[src/rtl/encoder_8to3_queued_if.sv]
// encoder_8to3_queued_if: capture strobes, pending status and the valid/ready event channel
interface encoder_8to3_queued_if #(
  parameter int N = 8,
  parameter int W = 3
);
  logic         E;
  logic [N-1:0] D;
  logic [W-1:0] Q;
  logic         valid;
  logic         ready;
  logic [N-1:0] pend;
  logic         lost;
  modport master (output E, D, ready, input Q, valid, pend, lost);
  modport slave  (input E, D, ready, output Q, valid, pend, lost);
endinterface

[src/rtl/encoder_8to3_queued.sv]
// encoder_8to3_queued: latches request strobes and hands them out as priority-ordered indices
module encoder_8to3_queued #(
  parameter int N        = 8,
  parameter int W        = 3,
  parameter int HIGH_PRI = 0
) (
  input logic                 clk,
  input logic                 rst,
  encoder_8to3_queued_if.slave enc_if
);
  typedef enum logic {IDLE, HOLD} state_e;
  state_e       state_q, state_d;
  logic [N-1:0] pend_q, pend_d, set, clr;
  logic [W-1:0] q_q, q_d, win;
  logic         valid_q, valid_d, lost_q, lost_d, load;
  always_comb begin
    win = '0;
    for (int i = 0; i < N; i++)
      if (HIGH_PRI != 0 ? pend_q[i] : pend_q[N-1-i]) win = HIGH_PRI != 0 ? W'(i) : W'(N-1-i);
  end
  assign set = enc_if.E ? enc_if.D : '0;
  // a completed transfer reloads only if something is pending that is not being re-strobed
  assign load = state_q == IDLE ? |pend_q : enc_if.ready && |(pend_q & ~set);
  assign clr = load ? N'(1) << win : '0;
  always_comb begin
    state_d = load ? HOLD : (state_q == HOLD && enc_if.ready) ? IDLE : state_q;
    valid_d = load || (valid_q && !enc_if.ready);
    q_d     = load ? win : q_q;
    pend_d  = (pend_q & ~clr) | set;
    lost_d  = |(set & pend_q & ~clr);
  end
  always_ff @(posedge clk) begin
    if (rst) begin
      state_q <= IDLE;
      pend_q  <= '0;
      q_q     <= '0;
      valid_q <= 1'b0;
      lost_q  <= 1'b0;
    end else begin
      state_q <= state_d;
      pend_q  <= pend_d;
      q_q     <= q_d;
      valid_q <= valid_d;
      lost_q  <= lost_d;
    end
  end
  assign enc_if.Q     = q_q;
  assign enc_if.valid = valid_q;
  assign enc_if.pend  = pend_q;
  assign enc_if.lost  = lost_q;
endmodule

[src/flat_wrapper.sv]
// flat-port wrapper written by rule: the top's interface ports become plain ports
module encoder_8to3_queued_flat 
#(
  parameter int N        = 8,
  parameter int W        = 3,
  parameter int HIGH_PRI = 0
)
  (clk, rst, enc_if_E, enc_if_D, enc_if_ready, enc_if_Q, enc_if_valid, enc_if_pend, enc_if_lost);
  encoder_8to3_queued_if #(.N(N), .W(W)) enc_if_i ();
  input logic clk;
  input logic rst;
  input wire logic [$bits(enc_if_i.E)-1:0] enc_if_E;
  input wire logic [$bits(enc_if_i.D)-1:0] enc_if_D;
  input wire logic [$bits(enc_if_i.ready)-1:0] enc_if_ready;
  output wire logic [$bits(enc_if_i.Q)-1:0] enc_if_Q;
  output wire logic [$bits(enc_if_i.valid)-1:0] enc_if_valid;
  output wire logic [$bits(enc_if_i.pend)-1:0] enc_if_pend;
  output wire logic [$bits(enc_if_i.lost)-1:0] enc_if_lost;
  assign enc_if_i.E = enc_if_E;
  assign enc_if_i.D = enc_if_D;
  assign enc_if_i.ready = enc_if_ready;
  assign enc_if_Q = enc_if_i.Q;
  assign enc_if_valid = enc_if_i.valid;
  assign enc_if_pend = enc_if_i.pend;
  assign enc_if_lost = enc_if_i.lost;
  encoder_8to3_queued #(.N(N), .W(W), .HIGH_PRI(HIGH_PRI)) u_core (.clk(clk), .rst(rst), .enc_if(enc_if_i));
endmodule
[config.mk]
export PLATFORM = sky130hd
export DESIGN_NAME = encoder_8to3_queued_flat
export DESIGN_NICKNAME = d
export VERILOG_FILES = /design/src/rtl/encoder_8to3_queued_if.sv /design/src/rtl/encoder_8to3_queued.sv /design/src/flat_wrapper.sv
export SDC_FILE = /design/constraint.sdc
export NUM_CORES = 1
export LEC_CHECK = 0
export CELL_PAD_IN_SITES_DETAIL_PLACEMENT = 0
export CELL_PAD_IN_SITES_GLOBAL_PLACEMENT = 2
export CORE_MARGIN = 2
export CORE_UTILIZATION = 26
export DETAILED_ROUTE_END_ITERATION = 10
export PLACE_DENSITY_LB_ADDON = 0.1
export REMOVE_ABC_BUFFERS = 1
export SETUP_SLACK_MARGIN = 0.2
export SLEW_MARGIN = 10
export SYNTH_ARGS = -nofsm -noshare
export SYNTH_HDL_FRONTEND = slang
export SYNTH_SLANG_ARGS = --single-unit
[constraint.sdc]
create_clock -name clk -period 2.4 [get_ports clk]
set_input_delay 0.6 -clock clk [delete_from_list [all_inputs] [get_ports clk]]
set_output_delay 0.6 -clock clk [all_outputs]
set_load 0.05 [all_outputs]
Word-level counts from Yosys, hierarchy flattened. Cells that the tools add are included. W data, S select, Z words.

Shift operators: 1. Muxes and demuxes: 13. Bitwise gates (word level): 7. Reduce and logical (&&, ||, !) cells: 9.

Operators by type and width (number): $and A8 B8 Y8 (4); $mux W3 (8); $reduce_or A8 Y1 (3); $mux W8 (2); $not A8 Y8 (2); $or A8 B8 Y8 (1); $shl A1 B3 Y8 const A (1); $logic_and A1 B1 Y1 (3); $mux W1 (3); $reduce_bool A2 Y1 (1); $logic_not A1 Y1 (1); $logic_or A1 B1 Y1 (1).

Register bits: 14. Logic and storage cells: 35.

Longest topological paths before layout.
Depth in word-level cells: 13. Depth in mapped cells: 7. Depth with buffers taken out: 6.

Least setup slack after synthesis. Ideal clock, no wire load.

Path kind: reg-to-reg. Start: reg u_core.pend_q[3] (netlist: u_core.enc_if.pend[3]). End: reg u_core.lost_q (netlist: u_core.enc_if.lost). Data arrival time: 2.044 ns. Path slack: 0.220 ns. Stages on the path, launching flop included: 8. Buffers on the path: 1. Cells stage by stage: dfxtp_1 > buf_2 > nor2_1 > o31a_1 > or3_4 > o32a_1 > o221ai_1 > a41oi_1.

Longest elaborated chain between the ends: 9.

Ends and longest elaborated chain: from (decl) (RTL line encoder_8to3_queued.sv:13) `logic [N-1:0] pend_q, pend_d, set, clr;`; from (signal assigned) (RTL line encoder_8to3_queued.sv:41) `pend_q <= pend_d;`; $mux W3 (4 in a row) (RTL line encoder_8to3_queued.sv:19) `if (HIGH_PRI != 0 ? pend_q[i] : pend_q[N-1-i]) win = HIGH_PRI != 0 ? W'(i) : W'(N-1-i);`; $shl A1 B3 Y8 (RTL line encoder_8to3_queued.sv:24) `assign clr = load ? N'(1) << win : '0;`; $mux W8 (RTL line encoder_8to3_queued.sv:24); $not A8 Y8 (RTL line encoder_8to3_queued.sv:30) `lost_d = |(set & pend_q & ~clr);`; $and A8 B8 Y8 (*) (RTL line encoder_8to3_queued.sv:30); $reduce_or A8 Y1 (*) (RTL line encoder_8to3_queued.sv:30); to (signal assigned) (RTL line encoder_8to3_queued.sv:44) `lost_q <= lost_d;`; to (decl) (RTL line encoder_8to3_queued.sv:15) `logic valid_q, valid_d, lost_q, lost_d, load;`.

Mark *: on every way between the ends. The rest lies on a longest branch, timed or not. A chain may end at the register's enable or synchronous reset.

Worst setup path after layout.
Start: in enc_if_D[2]. End: reg u_core.pend_q[5] (netlist: u_core.enc_if.pend[5]).

Longest elaborated chain between the ends: 10.

Ends and longest elaborated chain: from (decl) (RTL line flat_wrapper.sv:13) `input wire logic [$bits(enc_if_i.D)-1:0] enc_if_D;`; $mux W8 (RTL line encoder_8to3_queued.sv:21) `assign set = enc_if.E ? enc_if.D : '0;`; $not A8 Y8 (RTL line encoder_8to3_queued.sv:23) `assign load = state_q == IDLE ? |pend_q : enc_if.ready && |(pend_q & ~set);`; $and A8 B8 Y8 (RTL line encoder_8to3_queued.sv:23); $reduce_or A8 Y1 (RTL line encoder_8to3_queued.sv:23); $logic_and A1 B1 Y1 (RTL line encoder_8to3_queued.sv:23); $mux W1 (RTL line encoder_8to3_queued.sv:23); $mux W8 (RTL line encoder_8to3_queued.sv:24); $not A8 Y8 (RTL line encoder_8to3_queued.sv:29) `pend_d = (pend_q & ~clr) | set;`; $and A8 B8 Y8 (RTL line encoder_8to3_queued.sv:29); $or A8 B8 Y8 (RTL line encoder_8to3_queued.sv:29).

Every way passes these cells.

==> impl_metrics.env <==
export IMPL_dieHeight_um=62.2
export IMPL_io_pins=25
export IMPL_wl_per_cell_um=14.3
export IMPL_cts_made_buffers=3
export IMPL_crit_chain="clkdlybuf4s50_1, a21boi_2, a2111oi_4, buf_4, a21boi_4, o21ai_4, buf_4, o41ai_4, a21oi_1"
export IMPL_setup_ws_ns=0.270
export IMPL_hold_violations=0
export IMPL_ys_seq_elements=14
export IMPL_crit_path_end_kind="register"
export IMPL_status="completed"
export IMPL_cap_violations=0
export IMPL_dp_slack_ns=-0.341
export IMPL_rsz0062_at_grt="yes"
export IMPL_relSlewSlack_pct=60.5
export IMPL_mostFrequentLayoutCell="buf_4"
export IMPL_hpwl_um=2050
export IMPL_ctsLongestPathBuffers=2
export IMPL_cts_tree="done"
export IMPL_critPathSlowestCell="clkdlybuf4s50_1"
export IMPL_start_util_pct=26.9
export IMPL_diodes=0
export IMPL_avgSynthCellArea_sq_um=8.32
export IMPL_fin_area_sq_um=1480
export IMPL_syn_area_sq_um=882
export IMPL_route_antenna_remaining_nets=0
export IMPL_hp_class="reg -> reg"
export IMPL_gp_congestion=0.832
export IMPL_grt_max_degree=15
export IMPL_cts_root_buf="clkbuf_4"
export IMPL_timing_setup_critical_path_class="in -> reg"
export IMPL_tightestPinTransition_ns=0.590
export IMPL_finalCritPeriodShare_pct=88.8
export IMPL_drt_drc_violations_left=0
export IMPL_dieWidth_um=62.2
export IMPL_track_usage_pct=15.6
export IMPL_power_leakage_nw=0.646
export IMPL_syn_to_final_growth_pct=67.4
export IMPL_insertion_delay_ns=0.29
export IMPL_fin_crit_ns=2.13
export IMPL_setup_violations=0
export IMPL_cp_slowest_stage_delay_ns=0.44
export IMPL_layout_common_cells="buf_4 (23), nand2_1 (14), dfxtp_1 (14)"
export IMPL_h_tree_depth=1
export IMPL_cp_top_family="compound AO/OA/AOI/OAI gates"
export IMPL_cts_sinks=14
export IMPL_p_total_mw=0.830
export IMPL_grt_pass1_wl_um=4750
export IMPL_core_area_sq_um=3280
export IMPL_vias=987
export IMPL_finalWirelength_um=2870
export IMPL_start_kind="primary input"
export IMPL_place_area_sq_um=1330
export IMPL_synth_warning_count=0
export IMPL_maxSlewViolCount=0
export IMPL_ys_types=41
export IMPL_first_iter_violations=53
export IMPL_power_density_nw_per_um2=562
export IMPL_crit_buf_inv=3
export IMPL_netlist_instances=106
export IMPL_cp_max_fo=4
export IMPL_required_ns=2.56
export IMPL_cpMostUsedCell="buf_4"
export IMPL_ys_seq_area_share_pct=31.8
export IMPL_fin_setup_tns_ns=0
export IMPL_dr_pass1_iters=4
export IMPL_cp_arrival_ns=2.29
export IMPL_drive_above_1_share_pct=30.5
export IMPL_finalClockSkew_ns=0.0106
export IMPL_place_port_buffers=24
export IMPL_avgViaCountPerCell=4.94
export IMPL_hold_ws_ns=0.469
export IMPL_max_freq_ghz=0.469
export IMPL_die_area_sq_um=3870
export IMPL_row_count=21
export IMPL_final_nets=167
export IMPL_grt_pass1_vias=963
export IMPL_antenna_found_initial=0
export IMPL_max_vdd_ir_drop_mv=0.167
export IMPL_clk_pin_slew_ns=0.10
export IMPL_grt_overflow=0
-- routing by layer --
layer  up-vias  GRT usage (%)  share of wire [%]
met2        20           23.8                 46
met1       467           22.2                 50
met4         0           5.83               0.70
met3         2           2.17                3.3
li1        498              -                  -
met5         -              0                  0
-- cell type report --
type / count / area, sq um
Multi-Input combinational cell: 84 / 639
Sequential cell: 14 / 280
Fill cell: 336 / 1810
Tap cell: 46 / 57.6
Timing Repair Buffer: 50 / 455
Clock buffer: 4 / 36.3
Inverter: 2 / 7.51
-- through the flow --
stage               util [%]  std cells
CTS                     42.5        198
global placement        40.6        193
detailed placement      40.6        193
floorplan                  -        100
finish                  45.0        200
global route            45.0        200
-- final timing paths --
kind | from | to | slack, ns | cells after the start
hold / removal | u_core.enc_if.Q[2]$_SDFFE_PP0P_ | u_core.enc_if.Q[2]$_SDFFE_PP0P_ | 0.47 | 2
setup reg to reg | u_core.enc_if.pend[3]$_SDFF_PP0_ | u_core.enc_if.lost$_SDFF_PP0_ | 0.36 | 6
hold reg to reg | u_core.enc_if.Q[2]$_SDFFE_PP0P_ | u_core.enc_if.Q[2]$_SDFFE_PP0P_ | 0.47 | 2
setup / recovery | enc_if_D[2] | u_core.enc_if.pend[5]$_SDFF_PP0_ | 0.27 | 9
-- report_power, final --
| part | switching (mW) | internal [mW] | total [mW] |
|---|---|---|---|
| combinational | 0.202 | 0.168 | 0.369 |
| clock | 0.0870 | 0.0923 | 0.179 |
| sequential | 0.0276 | 0.254 | 0.282 |
| total | 0.316 | 0.514 | 0.830 |
-- worst reg2reg max path: stages, from the launching register on --
cell      delay [ns]
dfxtp_1         0.63
nor2_1          0.10
o31a_1          0.16
or3_4           0.36
o32a_1          0.34
o221ai_1        0.20
a41oi_1         0.13
-- cell families (layout without fill, tap and decap cells) --
family / Yosys count / count (layout) / synth area share, %
DFF: 14 / 14 / 31.8
muxes: 2 / 2 / 2.27
and+or+nand+nor: 37 / 37 / 20.4
AOI/OAI and AO/OA: 45 / 45 / 41.3
buffers and inverters: 8 / 56 / 4.26
-- sequential cells by signal (all words and copies together) (netlist names) --
name and flops:
u_core.state_q 1, u_core.enc_if.valid 1, u_core.enc_if.Q 3, u_core.enc_if.lost 1
u_core.enc_if.pend 8
-- cells in the mapped netlist (all sizes together) --
library cell  count  area [sq um]
nand2            16          60.1
dfxtp            14           280
a21oi            13          65.1
a21boi            7          56.3
nor2              7          26.3
buf               4          22.5
o31ai             4          30.0
a41oi             3          26.3
nor3              3          20.0
a2111oi           2          30.0
and2              2          12.5
clkbuf            2          7.51
inv               2          7.51
mux2i             2          20.0
nand2b            2          12.5
o211ai            2          15.0
o21ai             2          21.3
or3               2          17.5
a211o             1          8.76
a22o              1          8.76
a31oi             1          6.26
a32oi             1          8.76
nand3             1          5.00
nor2b             1          6.26
nor3b             1          7.51
nor4              1          6.26
o2111ai           1          8.76
o21a              1          7.51
o21bai            1          7.51
o221ai            1          8.76
o31a              1          8.76
o32a              1          10.0
o32ai             1          27.5
o41ai             1          8.76
or2               1          6.26
-- what timing repair did --
item / in CTS / in global routing
setup endpoints to repair: 20 / 9
resized for setup: 13 / 19
pin swaps: 4 / 6
setup buffers: 0 / 2
hold buffers: 0 / 0
gates cloned: 1 / 0
Note: power is estimated with default switching activity, not from simulation.
